File: src/rtl/ordered_dither_pkg.sv
// Shared types, Bayer matrices and helper functions for the ordered-dither pixel stream.
package ordered_dither_pkg;

    typedef enum logic [1:0] {
        BYPASS = 2'd0,
        TRUNC  = 2'd1,
        DITHER = 2'd2
    } mode_e;

    localparam logic [3:0] BAYER2 [2][2] = '{
        '{4'd0, 4'd2},
        '{4'd3, 4'd1}
    };

    localparam logic [3:0] BAYER4 [4][4] = '{
        '{4'd0,  4'd8,  4'd2,  4'd10},
        '{4'd12, 4'd4,  4'd14, 4'd6},
        '{4'd3,  4'd11, 4'd1,  4'd9},
        '{4'd15, 4'd7,  4'd13, 4'd5}
    };

    // Reserved encoding falls back to bypass.
    function automatic mode_e decode_mode(input logic [1:0] m);
        mode_e r;
        case (m)
            2'd1:    r = TRUNC;
            2'd2:    r = DITHER;
            default: r = BYPASS;
        endcase
        return r;
    endfunction

    // Align a k-bit Bayer threshold to the d discarded bits.
    function automatic logic [31:0] scale_thresh(input logic [3:0] t, input int unsigned d,
                                                 input int unsigned k);
        logic [31:0] r;
        if (d >= k) r = 32'(t) << (d - k);
        else        r = 32'(t) >> (k - d);
        return r;
    endfunction

    // Repeat a q_w-bit value MSB-first to fill o_w bits.
    function automatic logic [31:0] rep_bits(input logic [31:0] q, input int unsigned q_w,
                                             input int unsigned o_w);
        logic [31:0] r;
        int unsigned src;
        r = '0;
        for (int unsigned i = 0; i < 32; i++) begin
            if (i < o_w) begin
                src = q_w - 1 - ((o_w - 1 - i) % q_w);
                r[5'(i)] = q[5'(src)];
            end
        end
        return r;
    endfunction

endpackage

File: src/rtl/ordered_dither_stream_quant.sv
// Single-channel quantiser: bypass, truncate or threshold dither, then bit-replicate back to IN_W.
module dither_quant
    import ordered_dither_pkg::*;
#(
    parameter int unsigned IN_W  = 8,
    parameter int unsigned OUT_W = 4
) (
    input  logic [IN_W-1:0]       i_c,
    input  mode_e                 i_mode,
    input  logic [IN_W-OUT_W-1:0] i_ts,
    output logic [IN_W-1:0]       o_data_c
);

    localparam int unsigned D = IN_W - OUT_W;

    logic [OUT_W-1:0] w_hi;
    logic [OUT_W-1:0] w_q;
    logic [D-1:0]     w_lo;
    logic             w_up;

    assign w_hi = i_c[IN_W-1:D];
    assign w_lo = i_c[D-1:0];

    // Round up only when the residue beats the threshold and the code is not saturated.
    always_comb begin
        w_up     = (i_mode == DITHER) && (w_lo > i_ts) && (w_hi != '1);
        w_q      = w_up ? (w_hi + OUT_W'(1)) : w_hi;
        o_data_c = (i_mode == BYPASS) ? i_c : IN_W'(rep_bits(32'(w_q), OUT_W, IN_W));
    end

endmodule

File: src/rtl/ordered_dither_stream.sv
// Streaming ordered-dither stage: position tracking, per-frame mode latch, 2-deep valid/ready pipe.
module ordered_dither_stream
    import ordered_dither_pkg::*;
#(
    parameter int unsigned IN_W     = 8,
    parameter int unsigned OUT_W    = 4,
    parameter int unsigned CHANNELS = 3,
    parameter int unsigned BAYER_N  = 4
) (
    input  logic                     clk,
    input  logic                     rst_n,
    input  logic [1:0]               mode,
    input  logic                     s_valid,
    output logic                     s_ready,
    input  logic                     s_sof,
    input  logic                     s_eol,
    input  logic [CHANNELS*IN_W-1:0] s_data,
    output logic                     m_valid,
    input  logic                     m_ready,
    output logic                     m_sof,
    output logic                     m_eol,
    output logic [CHANNELS*IN_W-1:0] m_data
);

    localparam int unsigned PW = (BAYER_N == 2) ? 1 : 2;
    localparam int unsigned K  = 2 * PW;
    localparam int unsigned D  = IN_W - OUT_W;
    localparam int unsigned DW = CHANNELS * IN_W;

    logic [PW-1:0] r_x, r_y;
    logic [PW-1:0] w_x, w_y;
    mode_e         r_mode, w_mode;

    logic          r_s1_valid, r_s1_sof, r_s1_eol;
    logic [DW-1:0] r_s1_data;
    mode_e         r_s1_mode;
    logic [D-1:0]  r_s1_ts;

    logic          r_s2_valid, r_s2_sof, r_s2_eol;
    logic [DW-1:0] r_s2_data;

    logic          w_s1_ld, w_s2_ld, w_s_fire;
    logic [3:0]    w_t;
    logic [D-1:0]  w_ts;
    logic [DW-1:0] w_q;

    // Each stage loads when empty or when its contents move on.
    assign w_s2_ld  = !r_s2_valid || m_ready;
    assign w_s1_ld  = !r_s1_valid || w_s2_ld;
    assign s_ready  = w_s1_ld;
    assign w_s_fire = s_valid && w_s1_ld;

    // A sof beat sits at the origin and uses the mode presented with it.
    assign w_x    = s_sof ? '0 : r_x;
    assign w_y    = s_sof ? '0 : r_y;
    assign w_mode = s_sof ? decode_mode(mode) : r_mode;

    generate
        if (BAYER_N == 2) begin : g_bayer2
            assign w_t = BAYER2[w_y][w_x];
        end else begin : g_bayer4
            assign w_t = BAYER4[w_y][w_x];
        end
    endgenerate

    assign w_ts = D'(scale_thresh(w_t, D, K));

    always_ff @(posedge clk or negedge rst_n) begin
        if (!rst_n) begin
            r_x    <= '0;
            r_y    <= '0;
            r_mode <= BYPASS;
        end else if (w_s_fire) begin
            if (s_eol) begin
                r_x <= '0;
                r_y <= w_y + PW'(1);
            end else begin
                r_x <= w_x + PW'(1);
                r_y <= w_y;
            end
            if (s_sof) r_mode <= w_mode;
        end
    end

    always_ff @(posedge clk or negedge rst_n) begin
        if (!rst_n) begin
            r_s1_valid <= 1'b0;
            r_s1_sof   <= 1'b0;
            r_s1_eol   <= 1'b0;
            r_s1_data  <= '0;
            r_s1_mode  <= BYPASS;
            r_s1_ts    <= '0;
        end else if (w_s1_ld) begin
            r_s1_valid <= s_valid;
            if (s_valid) begin
                r_s1_sof  <= s_sof;
                r_s1_eol  <= s_eol;
                r_s1_data <= s_data;
                r_s1_mode <= w_mode;
                r_s1_ts   <= w_ts;
            end
        end
    end

    for (genvar g = 0; g < CHANNELS; g++) begin : g_ch
        dither_quant #(
            .IN_W (IN_W),
            .OUT_W(OUT_W)
        ) u_quant (
            .i_c     (r_s1_data[g*IN_W +: IN_W]),
            .i_mode  (r_s1_mode),
            .i_ts    (r_s1_ts),
            .o_data_c(w_q[g*IN_W +: IN_W])
        );
    end

    always_ff @(posedge clk or negedge rst_n) begin
        if (!rst_n) begin
            r_s2_valid <= 1'b0;
            r_s2_sof   <= 1'b0;
            r_s2_eol   <= 1'b0;
            r_s2_data  <= '0;
        end else if (w_s2_ld) begin
            r_s2_valid <= r_s1_valid;
            if (r_s1_valid) begin
                r_s2_sof  <= r_s1_sof;
                r_s2_eol  <= r_s1_eol;
                r_s2_data <= w_q;
            end
        end
    end

    assign m_valid = r_s2_valid;
    assign m_sof   = r_s2_sof;
    assign m_eol   = r_s2_eol;
    assign m_data  = r_s2_data;

endmodule

File: config.mk
export PLATFORM = sky130hd
export DESIGN_NAME = ordered_dither_stream
export DESIGN_NICKNAME = d
export VERILOG_FILES = /design/src/rtl/ordered_dither_pkg.sv /design/src/rtl/ordered_dither_stream_quant.sv /design/src/rtl/ordered_dither_stream.sv
export SDC_FILE = /design/constraint.sdc
export NUM_CORES = 1
export LEC_CHECK = 0
export BUFFER_PORTS_ARGS = -buffer_cell sky130_fd_sc_hd__buf_2
export CAP_MARGIN = 15
export CELL_PAD_IN_SITES_DETAIL_PLACEMENT = 1
export CELL_PAD_IN_SITES_GLOBAL_PLACEMENT = 2
export CORE_ASPECT_RATIO = 1.2
export CORE_MARGIN = 8
export CORE_UTILIZATION = 35
export DETAILED_ROUTE_END_ITERATION = 8
export HOLD_SLACK_MARGIN = 0.02
export PLACE_DENSITY_LB_ADDON = 0.05
export SYNTH_ARGS = -nofsm -noshare
export SYNTH_HDL_FRONTEND = slang
export SYNTH_SLANG_ARGS = --single-unit
File: constraint.sdc
create_clock -name clk -period 2.3 [get_ports clk]
set_clock_uncertainty 0.1 [all_clocks]
set_input_delay 0.345 -clock clk [delete_from_list [all_inputs] [get_ports clk]]
set_output_delay 0.345 -clock clk [all_outputs]
set_load 0.02 [all_outputs]
==> reports/metrics.yaml, run 1 <==
run_status:
  status: "completed"
hold_path:
  hold_class: "in2reg"
  hold_end: "r_s1_data[3]"
  hold_depth: 2
  min-delay-start: "s_data[3]"
sta:
  worstMarginPinSlew_ns: 0.641
  period_share_pct: 88.5
  final-hold-violation-count: 0
  fin_crit_ns: 2.04
  maxSlewViolCount: 0
  final-setup-viol-count: 0
  setup_tns_ns: 0
  hold_ws_ns: 0.123
  rsz0062_at_grt: "false"
  maxSlewHeadroom_pct: 57.0
  fmax_ghz: 0.491
floorplan:
  io-pin-count: 60
  row_count: 39
  die_area_um2: 12900
  die_width_um: 105
  core_um2: 9370
  die_h_um: 123
  start_util_pct: 35.4
critical_path:
  rr_worst_depth: 7
  path_cells: "inv_1 -> ha_1 -> nor2b_1 -> o211ai_1 -> a21oi_1 -> o211ai_1 -> nand3_1"
  cpLargestDelayFamily: "compound AO/OA/AOI/OAI gates"
  crit_path_max_incr_delay_ns: 0.38
  r2r-end: "m_data[11]"
  cp.required_ns: 2.39
  crit_arrival_ns: 2.13
  crit_type: "reg2reg"
  worst_r2r_startpoint: "r_s1_ts[1]"
  cpMostUsedCell: "o211ai_1"
  r2r_slack_ns: 0.26
  worstSetupEndpointType: "flop"
  cp_num_buf_inv: 1
  worstPathMaxFanout: 5
  cp-start-kind: "flop"
  slowest_stage: "dfrtp_1"
detailed_routing:
  drc: 0
  wirelength_um: 8660
  drt_first_pass_iters: 4
  drtAntennaViolNets: 0
  viasPerCell: 5.07
  wl_per_cell_um: 17.2
  vias: 2558
  drtIter0Drc: 52
global_route:
  first_global_vias: 2930
  grt_busiest_layer: "met2"
  grt_util_met1_pct: 17.3
  grtUsageMet3_pct: 4.20
  gr-usage-met2_pct: 25.1
  track_usage_pct: 14.8
  grt_max_degree: 67
  grt_pass1_wl_um: 14900
  gr-total-overflow: 0
  antenna_found_initial: 0
clock_tree:
  root_buffer: "clkbuf_16"
  cts_buffer_depth: 2
  clk_latency_ns: 0.33
  post_cts_resized: 0
  htree_num_levels: 3
  path_clk_slew_ns: 0.06
  cts_tree: "yes"
  cts_buffers: 9
  clock-sinks: 66
cells_and_area:
  multi_input_area_um2: 1570
  area_growth_pct: 23.4
  drive_gt1_share_pct: 24.9
  final_cells: 505
  nets: 425
  stdcell_area_um2: 4090
  fillers: 1086
  ff_latch_area_um2: 1650
  diodes: 0
placement:
  dp.cells: 489
  placedInstanceArea_um2: 3780
  port_buffers: 59
  dp.final_hpwl_um: 6450
  gp_congestion: 0.762
synth:
  yosys_warnings: 0
  synth_area_per_cell_um2: 10.6
  synth_fp_nets: 360
  synth_edf_count: 0
  synth_ff_type: "dfrtp_1"
  synthArstFlopShare_pct: 100
  syn-instance-count: 313
  synth_area_um2: 3320
  seq_area_frac_synth_pct: 49.8
  synth.distinct_cells: 44
  ys_ff_latch: 66
flow_run:
  maxCapViolations: 0
pwr:
  power_switching_mw: 1.41
  leakagePower_nw: 1.83
  p_total_mw: 4.21
  power_density_nw_per_um2: 1030
  swShare_pct: 33.6
  p_int_mw: 2.80
  pwr-share-comb_pct: 28.6
  p_seq_share_pct: 38.3
  vdd_drop_max_mv: 0.387
  clock_power_share_pct: 33.1
flip-flops by register name, summed over array words and instances (netlist names):
signal      flops
m_data         24
r_mode          2
m_valid         1
m_sof           1
r_x             2
r_s1_sof        1
r_s1_ts         4
r_s1_valid      1
r_s1_data      24
m_eol           1
r_s1_eol        1
r_s1_mode       2
r_y             2
power by group through the flow:
stage,Clock (mW),Sequential [mW],Combinational (mW)
6_report,1.39,1.61,1.20
3_5_place_dp,0,1.64,1.23
2_1_floorplan,0,1.76,0.659
5_1_grt,1.47,1.66,1.36
4_1_cts,1.43,1.62,1.23
3_3_place_gp,0,1.63,1.21
logic make-up after synthesis:
group / count (synthesis) / synth area share (%)
buffers and inverters: 22 / 3.09
multiplexers: 32 / 10.7
flip-flops: 66 / 49.8
AND/OR/NAND/NOR: 111 / 16.6
XOR/XNOR: 6 / 1.58
AO/OA/AOI/OAI: 61 / 12.6
adder cells (fa/ha/maj): 15 / 5.66
per-stage QoR:
stage / setup slack, ns / util [%]
finish: 0.265 / 43.7
detailed placement: 0.272 / 40.3
global route: 0.136 / 43.7
floorplan: 0.435 / -
CTS: 0.257 / 43.7
global placement: 0.278 / 40.3
layer usage:
metal | part of all wire, % | vias to the layer above
li1 | - | 1240
met1 | 44 | 1266
met2 | 50 | 41
met3 | 4.2 | 11
met4 | 1.8 | 0
met5 | 0 | -
worst max-delay path by stage:
stage / endpoint / slack (ns) / cells past startpoint / from
5_1_grt: m_data[11] / 0.14 / 7 / r_s1_ts[1]
3_5_place_dp: m_data[0] / 0.27 / 5 / r_s1_data[3]
3_3_place_gp: m_data[0] / 0.28 / 5 / r_s1_data[3]
2_1_floorplan: m_data[0] / 0.44 / 6 / r_s1_ts[3]
6_report: m_data[11] / 0.26 / 7 / r_s1_ts[1]
4_1_cts: m_data[0] / 0.26 / 5 / r_s1_data[3]
area by class of cell:
class,instances,share of cell area (%)
clock buffers,13,6.60
clock inverters,2,0.856
inverters,9,0.825
multi-input cells,225,38.2
flip-flops and latches,66,40.4
well taps,123,3.76
repair buffers,67,9.35
cell usage in the layout, fill, tap and decap left out, types with 3 or more instances in the layout:
master / n
mux2_1: 25
nand2_1: 39
nor2b_1: 9
xnor2_1: 6
buf_2: 59
inv_1: 9
buf_4: 5
clkbuf_16: 9
nand3b_1: 3
ha_1: 15
and3_1: 3
o22ai_1: 5
o31ai_1: 4
clkbuf_8: 3
o211ai_1: 4
a21oi_1: 17
o21ai_1: 13
nor2_1: 13
mux2i_1: 5
nand2b_1: 6
nand3_1: 21
nand4_1: 6
o21ai_0: 3
a211oi_2: 3
dfrtp_1: 66
Yosys cell counts (all sizes together) (2+ instances only):
cell type / count / area share, %
a21oi: 19 / 3.1
a211oi: 5 / 2.0
nor2: 13 / 1.5
o31ai: 4 / 0.91
clkbuf: 5 / 0.57
nand4: 6 / 1.1
mux2i: 5 / 1.5
mux2: 27 / 9.2
nand2b: 6 / 1.1
nor3: 2 / 0.30
inv: 9 / 1.0
a21o: 2 / 0.45
nor2b: 10 / 2.0
nand3: 22 / 3.5
dfrtp: 66 / 50
nand3b: 3 / 0.68
o211ai: 6 / 1.7
xnor2: 6 / 1.6
buf: 8 / 1.5
o22ai: 5 / 0.94
and3: 3 / 0.57
ha: 15 / 5.7
nand2: 41 / 4.9
and2: 2 / 0.38
o21ai: 16 / 2.4
repair_timing:
action                     CTS  global route
hold endpoints to repair    66             0
buffers inserted             0             0
hold buffers                 1             0
setup endpoints to repair    0             0
Power figures use the tool's default switching activity.
==> inputs of run 2 (changes only) <==
--- a/config.mk
+++ b/config.mk
@@ -13,7 +13,7 @@
 export CORE_MARGIN = 8
 export CORE_UTILIZATION = 35
 export DETAILED_ROUTE_END_ITERATION = 8
-export HOLD_SLACK_MARGIN = 0.02
+export HOLD_SLACK_MARGIN = 0.15
 export PLACE_DENSITY_LB_ADDON = 0.05
 export SYNTH_ARGS = -nofsm -noshare
 export SYNTH_HDL_FRONTEND = slang
==> run 2 against run 1 <==
Effect of this change: hold slack better by 0.036 ns; setup slack hardly changed; global-route usage is 0.34 points higher; first-iteration DRC count is 3.8% lower; cell count is 4.4% higher; routed wire length is 2.5% higher; critical endpoint unchanged.
==> reports/metrics.yaml, run 2 (synthesis results as in run 1) <==
run_status:
  status: "completed"
floorplan:
  start_util_pct: 35.4  # unchanged
  core_um2: 9370  # unchanged
  die_h_um: 123  # unchanged
  io-pin-count: 60  # unchanged
  row_count: 39  # unchanged
  die_area_um2: 12900  # unchanged
  die_width_um: 105  # unchanged
critical_path:
  cpLargestDelayFamily: "compound AO/OA/AOI/OAI gates"
  cp_num_buf_inv: 1  # unchanged
  worstPathMaxFanout: 5  # unchanged
  crit_arrival_ns: 2.13  # about the same
  cpMostUsedCell: "o211ai_1"
  worstSetupEndpointType: "flop"
  worst_r2r_startpoint: "r_s1_ts[1]"
  crit_path_max_incr_delay_ns: 0.38  # about the same
  cp-start-kind: "flop"
  crit_start: "r_s1_ts[1]"
  rr_worst_depth: 7  # unchanged
  crit_type: "reg2reg"
  path_depth: 7  # unchanged
  cp.required_ns: 2.39  # about the same
  path_cells: "inv_1 -> ha_1 -> nor2b_1 -> o211ai_1 -> a21oi_1 -> o211ai_1 -> nand3_1"
  r2r-end: "m_data[11]"
  r2r_slack_ns: 0.26  # about the same
  cp-endpoint: "m_data[11]"
  slowest_stage: "dfrtp_1"
pwr:
  leakagePower_nw: 1.92  # +5.0%
  power_density_nw_per_um2: 983  # -4.4%
  vdd_drop_max_mv: 0.387  # about the same
sta:
  setup_tns_ns: 0  # unchanged
  fin_crit_ns: 2.04  # -0.0000470 ns
  period_share_pct: 88.5  # about the same
  final-hold-violation-count: 0  # unchanged
  maxSlewHeadroom_pct: 57.3  # +0.34 points
  worstMarginPinSlew_ns: 0.636  # -0.00507 ns
  final-setup-viol-count: 0  # unchanged
  maxSlewViolCount: 0  # unchanged
  rsz0062_at_grt: "false"
  hold_ws_ns: 0.160  # +0.0364 ns
  fmax_ghz: 0.491  # about the same
clock_tree:
  cts_buffers: 9  # unchanged
  clock-sinks: 66  # unchanged
  clk_latency_ns: 0.33  # about the same
  htree_num_levels: 3  # unchanged
  root_buffer: "clkbuf_16"
  path_clk_slew_ns: 0.06  # about the same
  cts_buffer_depth: 2  # unchanged
  post_cts_resized: 0  # unchanged
  cts_tree: "yes"
detailed_routing:
  wl_per_cell_um: 16.8  # -1.8%
  drt_first_pass_iters: 4  # unchanged
  drtAntennaViolNets: 0  # unchanged
  viasPerCell: 5.02  # -0.99%
  wirelength_um: 8880  # +2.5%
  drtIter0Drc: 50  # -3.8%
  drc: 0  # unchanged
  vias: 2643  # +3.3%
global_route:
  first_global_vias: 2998  # +2.3%
  track_usage_pct: 15.1  # +0.34 points
  grt_max_degree: 67  # unchanged
  grt_pass1_wl_um: 15300  # +2.3%
  antenna_found_initial: 0  # unchanged
  gr-total-overflow: 0  # unchanged
cells_and_area:
  area_growth_pct: 30.0
  nets: 447  # +5.2%
  diodes: 0  # unchanged
  layout_common_cells: "dfrtp_1 (66), buf_2 (59), nand2_1 (39)"
  fillers: 1069  # -1.6%
  final_util_pct: 46.0  # +2.4 points
  drive_gt1_share_pct: 23.5  # -1.4 points
  layout_commonest_cell: "dfrtp_1"
placement:
  port_buffers: 59  # unchanged
  dp.final_hpwl_um: 6450  # unchanged
  gp_congestion: 0.762  # unchanged
hold_path:
  hold_depth: 2  # unchanged
  hold_class: "in2reg"
flow_run:
  maxCapViolations: 0  # unchanged
run 2: changes by cell type in the layout (fill, tap and decap cells not counted):
cell           change
dlygate4sd3_1     +22
run 2: layout make-up:
type                            count  area, um^2  share of cell area [%]
Timing Repair Buffer               89         603                    14.0
Multi-Input combinational cell    225        1570                    36.3
Tap cell                          123         154                    3.57
Inverter                            9        33.8                   0.783
Clock buffer                       13         270                    6.27
Clock inverter                      2        35.0                   0.812
Sequential cell                    66        1650                    38.3
run 2: repair_timing:
| action | 4_1_cts | 5_1_grt |
|---|---|---|
| hold buffers | 23 | 0 |
| hold endpoints to repair | 88 | 0 |
| buffers inserted | 0 | 0 |
run 2: layer usage:
metal  GRT usage [%]  vias up  wire length [um]
li1                -     1284                 -
met1            17.5     1307              3910
met2            26.0       41              4470
met3            4.20       11               349
met4            6.17        0               152
met5               0        -                 0
run 2: how the worst min path moves through the flow:
stage,from,endpoint,slack (ns)
2_1_floorplan,rst_n,m_data[0],-0.05
3_5_place_dp,rst_n,m_data[6],0.29
6_report,s_data[10],r_s1_data[10],0.16
3_3_place_gp,rst_n,m_data[6],0.30
5_1_grt,s_data[19],r_s1_data[19],0.17
4_1_cts,s_data[19],r_s1_data[19],0.16
run 2: where the power goes:
part	internal, mW	total [mW]	switching (mW)
combinational	0.486	1.23	0.745
clock	0.919	1.39	0.474
sequential	1.41	1.61	0.200
total	2.82	4.24	1.42
run 2: through the flow:
step                      setup WS, ns  instances  cell area [um^2]  total power [mW]
after CTS                        0.257        527              4310              4.32
after floorplan                  0.435        313              3320              2.42
after global routing             0.136        527              4310              4.53
after global placement           0.278        489              3780              2.84
final                            0.265        527              4310              4.24
after detailed placement         0.272        489              3780              2.87
==> inputs of run 3 (changes only) <==
--- a/config.mk
+++ b/config.mk
@@ -18,3 +18,4 @@
 export SYNTH_ARGS = -nofsm -noshare
 export SYNTH_HDL_FRONTEND = slang
 export SYNTH_SLANG_ARGS = --single-unit
+export TNS_END_PERCENT = 100
==> constraint.sdc (replaced) <==
create_clock -name clk -period 2.3 [get_ports clk]
set_clock_uncertainty 0.1 [all_clocks]
set_input_delay 0.23 -clock clk [delete_from_list [all_inputs] [get_ports clk]]
set_output_delay 0.23 -clock clk [all_outputs]
set_load 0.02 [all_outputs]
==> run 3 against run 2 <==
Effect of this change: cell count grew 0.76%; sequential power hardly changed; die area stayed put; register-to-register slack hardly changed; first-iteration DRC count did not move; power grew 2.0%; routed wire length rose by 0.23%; final area grew 1.3%; global-route usage is 0.12 points lower; core utilization increased by 0.61 points; fmax grew 0.63%; clock power grew 6%.
==> reports/metrics.yaml, run 3 (synthesis results as in run 1) <==
global_route:
  antenna_found_initial: 0  # unchanged
  gr-total-overflow: 0  # unchanged
  track_usage_pct: 15.0  # -0.12 points
  grt_pass1_wl_um: 15200  # -0.63%
  grt_max_degree: 47  # -30%
  first_global_vias: 2915  # -2.8%
floorplan:
  start_util_pct: 35.4  # unchanged
  die_h_um: 123  # unchanged
  die_width_um: 105  # unchanged
  core_um2: 9370  # unchanged
  io-pin-count: 60  # unchanged
  die_area_um2: 12900  # unchanged
  row_count: 39  # unchanged
pwr:
  clock_power_share_pct: 34.1  # +1.2 points
  p_int_mw: 2.90  # +2.9%
  swShare_pct: 32.9  # -0.62 points
  power_density_nw_per_um2: 989  # +0.65%
  power_switching_mw: 1.42  # about the same
  leakagePower_nw: 1.94  # +1.1%
  p_seq_share_pct: 37.4  # -0.7 points
  vdd_drop_max_mv: 0.414  # +7.1%
  pwr-share-comb_pct: 28.5  # -0.6 points
critical_path:
  cp.required_ns: 2.46  # +0.07 ns
  worstSetupEndpointType: "flop"
  crit_type: "reg2reg"
  worstPathMaxFanout: 4  # -1
  rr_worst_depth: 6  # -1
  crit_arrival_ns: 2.18  # +0.05 ns
  cp-start-kind: "flop"
  r2r_slack_ns: 0.28  # about the same
cells_and_area:
  layout_commonest_cell: "dfrtp_1"
  final_util_pct: 46.6  # +0.61 points
  drive_gt1_share_pct: 22.8  # -0.72 points
  diodes: 0  # unchanged
  nets: 451  # +0.89%
  area_growth_pct: 31.8
  final_cells: 531  # +0.76%
  layout_common_cells: "dfrtp_1 (66), buf_2 (59), nand2_1 (39)"
placement:
  dp.final_hpwl_um: 6470  # +0.35%
  gp_congestion: 0.765  # +0.33%
  dp.cells: 488  # -0.20%
  port_buffers: 59  # unchanged
sta:
  maxSlewViolCount: 0  # unchanged
  setup_tns_ns: 0  # unchanged
  worstMarginPinSlew_ns: 0.661  # +0.0251 ns
  final-setup-viol-count: 0  # unchanged
  hold_ws_ns: 0.169  # +0.00914 ns
  period_share_pct: 87.9  # -0.55 points
  maxSlewHeadroom_pct: 55.7  # -1.7 points
  fmax_ghz: 0.494  # +0.63%
  final-hold-violation-count: 0  # unchanged
  fin_crit_ns: 2.02  # -0.0127 ns
  rsz0062_at_grt: "false"
detailed_routing:
  drc: 0  # unchanged
  drt_first_pass_iters: 4  # unchanged
  drtAntennaViolNets: 0  # unchanged
  drtIter0Drc: 50  # unchanged
  wirelength_um: 8900  # +0.23%
  wl_per_cell_um: 16.8  # -0.53%
  vias: 2685  # +1.6%
  viasPerCell: 5.06  # +0.82%
clock_tree:
  cts_tree: "yes"
  cts_setup_buffers: 0  # unchanged
  htree_num_levels: 3  # unchanged
  cts_buffer_depth: 2  # unchanged
  clk_latency_ns: 0.32  # about the same
  clock-sinks: 66  # unchanged
  path_clk_slew_ns: 0.05  # about the same
  cts_buffers: 9  # unchanged
  root_buffer: "clkbuf_16"
  post_cts_resized: 0  # unchanged
  hold_buffers: 28  # +22%
hold_path:
  hold_class: "in2reg"
  hold_depth: 2  # unchanged
flow_run:
  maxCapViolations: 0  # unchanged
run_status:
  status: "completed"
-- run 3: metal layers --
metal  vias to the layer above  track usage, %  wire length [um]
met2                        39            26.4              4480
met5                         -               0                 0
li1                       1296               -                 -
met4                         0            6.70               155
met1                      1341            17.1              3980
met3                         9            3.47               279
-- run 3: worst paths after layout --
check,endpoint,startpoint
max in group asynchronous,r_s1_eol,rst_n
min in group asynchronous,m_data[6],rst_n
max reg2reg,m_data[0],r_s1_ts[3]
min,r_y[1],s_sof
min reg2reg,m_eol,r_s1_eol
max,m_data[0],r_s1_ts[3]
-- run 3: layout make-up --
type	instances	area (um^2)
Clock buffer	13	260
Fill cell	1078	5000
Inverter	9	33.8
Tap cell	123	154
Sequential cell	66	1650
Clock inverter	2	60.1
Multi-Input combinational cell	225	1570
Timing Repair Buffer	93	646
-- run 3: critical path, cell delays in order, from the launching register on --
cell and delay (ns):
dfrtp_1 0.34, inv_1 0.07, ha_1 0.34, a21oi_1 0.37
a21oi_2 0.15, or4b_1 0.48, nand4_1 0.10
-- run 3: power groups by stage --
stage               clock network (mW)  logic [mW]  registers (mW)
floorplan                            0       0.659            1.76
global placement                     0        1.20            1.63
detailed placement                   0        1.22            1.64
CTS                               1.52        1.26            1.63
global route                      1.55        1.39            1.66
finish                            1.47        1.23            1.62
-- run 3: stage by stage --
stage,power (mW),setup WS (ns),area (um^2)
2_1_floorplan,2.42,0.435,3320
3_3_place_gp,2.83,0.282,3770
3_5_place_dp,2.86,0.276,3770
4_1_cts,4.40,0.259,4370
5_1_grt,4.60,0.0724,4370
6_report,4.32,0.278,4370
